===== config.mk =====
export PLATFORM = sky130hd
export DESIGN_NAME = pipeline_hazard_ctrl
export DESIGN_NICKNAME = d
export VERILOG_FILES = /design/src/rtl/pipeline_hazard_ctrl.sv
export SDC_FILE = /design/constraint.sdc
export NUM_CORES = 1
export LEC_CHECK = 0
export ABC_CLOCK_PERIOD_IN_PS = 1700
export BUFFER_PORTS_ARGS = -buffer_cell sky130_fd_sc_hd__buf_2
export CAP_MARGIN = 10
export CORE_AREA = 2 2 80 82
export CTS_CLUSTER_SIZE = 14
export DETAILED_ROUTE_END_ITERATION = 10
export DIE_AREA = 0 0 82 84
export GPL_ROUTABILITY_DRIVEN = 0
export GPL_TIMING_DRIVEN = 0
export PLACE_DENSITY = 0.7
export SLEW_MARGIN = 15
export SYNTH_ARGS = -nofsm -noshare
export SYNTH_HDL_FRONTEND = slang
export SYNTH_SLANG_ARGS = --single-unit

===== constraint.sdc =====
create_clock -name clk -period 1.7 [get_ports clk]
set_input_delay 0.17 -clock clk [delete_from_list [all_inputs] [get_ports clk]]
set_output_delay 0.17 -clock clk [all_outputs]
set_load 0.02 [all_outputs]

===== src/rtl/pipeline_hazard_ctrl.sv =====
// pipeline_hazard_ctrl: ID/EX, EX/MEM, MEM/WB control registers with load-use/branch hazard and forwarding control
//   clk, rst (async active-low)
//   *D inputs: decode-stage control bundle and register indices; ZeroE: ALU zero flag of EX
//   *E/*M/*W outputs: registered stage control; PCSrcE, StallF/D, FlushD/E, ForwardAE/BE: combinational hazard control
//   BubbleCnt: saturating count of cycles with FlushE asserted
module pipeline_hazard_ctrl #(
  parameter int CNT_W = 16
) (
  input  logic             clk,
  input  logic             rst,
  input  logic             RegWriteD,
  input  logic             MemWriteD,
  input  logic             ResultSrcD,
  input  logic             BranchD,
  input  logic             ALUSrcD,
  input  logic [2:0]       ALUControlD,
  input  logic [4:0]       Rs1D,
  input  logic [4:0]       Rs2D,
  input  logic [4:0]       RdD,
  input  logic             ZeroE,
  output logic             RegWriteE,
  output logic             MemWriteE,
  output logic             ResultSrcE,
  output logic             BranchE,
  output logic             ALUSrcE,
  output logic [2:0]       ALUControlE,
  output logic [4:0]       RdE,
  output logic             RegWriteM,
  output logic             MemWriteM,
  output logic             ResultSrcM,
  output logic [4:0]       RdM,
  output logic             RegWriteW,
  output logic             ResultSrcW,
  output logic [4:0]       RdW,
  output logic             PCSrcE,
  output logic             StallF,
  output logic             StallD,
  output logic             FlushD,
  output logic             FlushE,
  output logic [1:0]       ForwardAE,
  output logic [1:0]       ForwardBE,
  output logic [CNT_W-1:0] BubbleCnt
);
  logic [4:0] rs1_e, rs2_e;
  logic       lw_stall;
  assign lw_stall  = ResultSrcE && RdE != 5'd0 && (RdE == Rs1D || RdE == Rs2D);
  assign PCSrcE    = BranchE & ZeroE;
  // a taken branch kills the stalled instruction in D, so the flush wins over the stall
  assign StallF    = lw_stall & ~PCSrcE;
  assign StallD    = lw_stall & ~PCSrcE;
  assign FlushD    = PCSrcE;
  assign FlushE    = lw_stall | PCSrcE;
  // MEM result is younger than WB, so it takes priority
  assign ForwardAE = (RegWriteM && RdM != 5'd0 && RdM == rs1_e) ? 2'b10 :
                     (RegWriteW && RdW != 5'd0 && RdW == rs1_e) ? 2'b01 : 2'b00;
  assign ForwardBE = (RegWriteM && RdM != 5'd0 && RdM == rs2_e) ? 2'b10 :
                     (RegWriteW && RdW != 5'd0 && RdW == rs2_e) ? 2'b01 : 2'b00;
  always_ff @(posedge clk or negedge rst)
    if (!rst)
      {RegWriteE, MemWriteE, ResultSrcE, BranchE, ALUSrcE, ALUControlE, RdE, rs1_e, rs2_e} <= '0;
    else if (FlushE)
      {RegWriteE, MemWriteE, ResultSrcE, BranchE, ALUSrcE, ALUControlE, RdE, rs1_e, rs2_e} <= '0;
    else
      {RegWriteE, MemWriteE, ResultSrcE, BranchE, ALUSrcE, ALUControlE, RdE, rs1_e, rs2_e} <=
        {RegWriteD, MemWriteD, ResultSrcD, BranchD, ALUSrcD, ALUControlD, RdD, Rs1D, Rs2D};
  always_ff @(posedge clk or negedge rst)
    if (!rst) begin
      {RegWriteM, MemWriteM, ResultSrcM, RdM} <= '0;
      {RegWriteW, ResultSrcW, RdW} <= '0;
    end else begin
      {RegWriteM, MemWriteM, ResultSrcM, RdM} <= {RegWriteE, MemWriteE, ResultSrcE, RdE};
      {RegWriteW, ResultSrcW, RdW} <= {RegWriteM, ResultSrcM, RdM};
    end
  always_ff @(posedge clk or negedge rst)
    if (!rst)
      BubbleCnt <= '0;
    else if (FlushE && BubbleCnt != '1)
      BubbleCnt <= BubbleCnt + CNT_W'(1);
endmodule


==> results_tabular.tex <==
\begin{tabular}{lr}
\hline
Metric & Value \\
\hline
\multicolumn{2}{l}{\textbf{Status}} \\
\quad Outcome & complete, but fails checks \\
\quad Violations in the final reports & negative setup slack \\
\multicolumn{2}{l}{\textbf{Power and ir drop}} \\
\quad LEAKAGE & 0.00166 uW \\
\quad Worst vdd ir & around 0.87 mV \\
\quad Power per Cell Area & roughly 920 mW/mm\^{}2 \\
\multicolumn{2}{l}{\textbf{Routing}} \\
\quad DRC viols & 0 \\
\quad Count of vias placed by the detailed router & 1851 \\
\quad Total iterations of the first detailed-routing run & 4 \\
\quad Via-per-instance ratio & between 4 and 5 \\
\quad Post-detailed-routing wire length & 5690 um \\
\quad Number of DRC violations after detailed-routing iteration 0 & 62 \\
\quad Routed wire per std cell & 14.9 um \\
\quad Routed Antenna Nets & 0 \\
\multicolumn{2}{l}{\textbf{Yosys}} \\
\quad Area share of the largest cell type after synthesis & 0.582 \\
\quad Dominant combinational cell family by area after synthesis & simple AND/OR/NAND/NOR gates \\
\quad Post-Syn Area per Cell & 11.9 sq um \\
\quad Unique cell type count in the Yosys netlist & 35 \\
\quad XOR/XNOR share of the synthesized area & 0.151 \\
\quad Post-Syn Instances & 195 \\
\quad Number of warnings reported in the yosys synthesis log & 0 \\
\quad Post-synthesis net count & between 200 and 250 \\
\quad Synthesis-stage register bit count & between 50 and 60 \\
\quad Area of the mapped netlist & 0.00232 sq mm \\
\quad Area share of fa/ha/maj cells after synthesis & 0.00539 \\
\quad Largest area contributor in the netlist & dfrtp\_1 \\
\quad Top post-synthesis cells by area & dfrtp\_1 58\%, xor2\_1 9.1\%, and2\_1 6.5\%, xnor2\_1 6.0\%, nand3\_1 2.2\% \\
\quad Register area share after synthesis & 0.582 \\
\quad Share of cell area taken by muxes after synthesis & 0.0113 \\
\quad Complex-gate fraction of the synthesized area & 0.0437 \\
\quad Area share of and/or/nand/nor cells after synthesis & 0.187 \\
\multicolumn{2}{l}{\textbf{Clocking}} \\
\quad Longest Clk Path Bufs & 2 \\
\quad Root buffer cell & clkbuf\_8 \\
\quad CTS tree & built \\
\quad Number of clock sinks seen by CTS & 54 \\
\quad Num CTS Buffers & 5 \\
\quad H-tree levels & 2 \\
\quad CTS clk-pin slew, worst paths & 0.10 ns \\
\quad Clk\_lat worst skew & 0.31 ns \\
\multicolumn{2}{l}{\textbf{Floorplan}} \\
\quad Die H & about 84 um \\
\quad Core Rows & 29 \\
\quad Starting utilization of the core area & 0.381 \\
\quad Die outline area & 0.00689 sq mm \\
\quad Die W & 82 um \\
\quad Floorplan Core Area & around 0.0061 sq mm \\
\quad Count of pins on the block boundary & 79 \\
\multicolumn{2}{l}{\textbf{Global route}} \\
\quad Met2 routing resource usage after global routing & 0.295 \\
\quad First-pass GRT wire length & 8480 um \\
\quad Met1 track utilization from global routing & 0.191 \\
\quad Met3 track demand over resource in global routing & 0.0433 \\
\quad Residual overflow from global routing & 0 \\
\quad Antenna violations before repair & 0 \\
\quad Most Crowded Layer GR & met2 \\
\quad Gr usage total & 0.165 \\
\quad Vias in the first global route & 1734 \\
\quad Pin count of the biggest net entering global routing & 55 \\
\multicolumn{2}{l}{\textbf{Timing}} \\
\quad Minimum clock period after layout & $\sim$2.2 ns \\
\quad Headroom to the max-slew limit & 0.562 \\
\quad Final Max Tran Viols & 0 \\
\quad Number of endpoints with negative hold slack in the final report & 0 \\
\quad Fmax & 0.464 GHz \\
\quad Count of final setup violators & 46 \\
\quad RSZ-0062 raised after global routing & true \\
\quad Setup tns final & -11.37 ns \\
\quad Clock skew & 0.0112 ns \\
\quad Final critical-path setup slack & -0.453 ns \\
\quad Slew of the pin with the lowest slew margin & 0.658 ns \\
\quad Period utilisation layout & 1.27 \\
\multicolumn{2}{l}{\textbf{Critical path}} \\
\quad Crit path arrival time & 1.98 ns \\
\quad Destination of the worst register-to-register timing path & BubbleCnt[9] \\
\quad Worst reg2reg path startpoint & RdE[1] \\
\quad Classification of the worst setup path & flip-flop to primary output \\
\quad Worst EP required & $\sim$1.5 ns \\
\quad Largest driver fanout on the critical path & 2 \\
\quad Critical path origin & RdE[1] \\
\quad Register-to-register path setup slack & -0.34 ns \\
\quad Count of cells along the worst register-to-register path & 7 \\
\quad Critical path endpoint category & primary output \\
\quad Endpoint of the most critical setup path & FlushE \\
\quad Sort of element at the start of the critical path & flip-flop \\
\multicolumn{2}{l}{\textbf{Finish}} \\
\quad Area delta synth->final & 48.6\% \\
\quad Fin cells & 383 \\
\quad Utilization of the core after routing & 0.566 \\
\quad Final Net Count & 332 \\
\quad Inserted Diodes & 0 \\
\quad Fraction of final layout cells sized beyond drive strength 1 & 0.559 \\
\multicolumn{2}{l}{\textbf{Run}} \\
\quad Number of violations of the max-capacitance limit & 0 \\
\multicolumn{2}{l}{\textbf{Placement}} \\
\quad IO Port Bufs & 78 \\
\quad Cell count after placement & 350 \\
\quad Sum of net half-perimeters after detailed placement & between 3000 and 4000 um \\
\quad Pre-CTS setup slack & -0.377 ns \\
\multicolumn{2}{l}{\textbf{Hold path}} \\
\quad Hold WC Path Type & input pin to flip-flop \\
\hline
\end{tabular}
[report_power, final]
| part | leakage [uW] | switching (uW) | internal [uW] |
|---|---|---|---|
| Sequential | 0.000658 | 147 | 1430 |
| Combinational | 0.000962 | 472 | 405 |
| Clock | 0.0000408 | 422 | 295 |
[synthesized netlist by cell type (all sizes together)]
cell and n:
dfrtp 54, and2 24, xor2 24, xnor2 16
nand3 10, nand2 9, nor2 8, buf 5
nor3 5, nor4 5, or4 5, nor3b 3
a21boi 2, a21oi 2, a2bb2oi 2, and3 2
inv 2, mux2 2, nand2b 2, o21a 2
o21ai 2, a211oi 1, and4 1, clkbuf 1
ha 1, nand4 1, o2111ai 1, o21bai 1
o22ai 1, or3 1
[how the worst min path moves through the flow]
stage                      to  slack, ns      startpoint  cells after the start
6_report       ALUControlE[2]       0.06  ALUControlD[2]                      2
5_1_grt        ALUControlE[2]       0.05  ALUControlD[2]                      2
4_1_cts        ALUControlE[2]       0.05  ALUControlD[2]                      2
3_5_place_dp       ResultSrcW       0.36      ResultSrcM                      0
3_3_place_gp        MemWriteM       0.35       MemWriteE                      0
2_1_floorplan  ALUControlE[0]      -0.13             rst                      0
[per-layer routing]
| metal | vias to the layer above | share of wire |
|---|---|---|
| met5 | - | 0 |
| met4 | 0 | 0.0053 |
| met3 | 6 | 0.056 |
| met2 | 61 | 0.56 |
| met1 | 911 | 0.38 |
| li1 | 873 | - |
[kinds of logic (layout without fill, tap and decap cells)]
group / after synthesis / after routing
and+or+nand+nor: 76 / 76
DFF: 54 / 54
xor gates and xnor gates: 40 / 40
AOI/OAI and AO/OA: 14 / 14
buffers and inverters: 8 / 119
muxes: 2 / 2
adders and majority gates: 1 / 1
[worst max-delay path, stage by stage (launching register included)]
cell and delay (ns):
dfrtp_2 0.42, or4_1 0.53, o21a_1 0.21, a21oi_2 0.15, buf_6 0.12, buf_6 0.10
inv_2 0.03, buf_6 0.12
[cell type report]
| class | count | area, sq um |
|---|---|---|
| inverters | 2 | 7.51 |
| fillers | 546 | 2650 |
| well taps | 77 | 96.3 |
| clock buffers | 5 | 68.8 |
| repair buffers | 103 | 651 |
| plain buffers | 6 | 61.3 |
| flip-flops and latches | 54 | 1370 |
| multi-input cells | 133 | 1170 |
| clock inverters | 3 | 23.8 |
[metrics by stage]
step	area, sq um	hold slack (ns)	power [uW]
floorplan	2410	-0.126	2040
global placement	2900	0.354	2290
detailed placement	2900	0.357	2310
CTS	3170	0.0537	3120
global route	3450	0.0491	3350
finish	3450	0.0608	3170
[timing repair]
item,CTS,global route
hold endpoints to repair,0,54
hold buffers,0,1
endpoints found under the setup margin,46,46
setup buffers,12,14
pin swaps,8,19
resized for setup,21,40
[sequential cells by signal, summed over array words and instances (netlist names), 3 cells and up]
register,cells
ALUControlE,3
BubbleCnt,16
RdE,5
RdM,5
RdW,5
rs1_e,5
rs2_e,5
[cell usage in the layout (no fill, tap or decap), drive strengths merged, types with 3 or more instances in the layout]
master  instances
xor2           24
and2           24
nand2           9
nor3b           3
nor4            5
nand3          10
clkbuf          5
nor3            5
buf           108
nor2            8
or4             5
inv             3
dfrtp          54
xnor2          16
No activity file was read; power rests on OpenSTA's default activity.
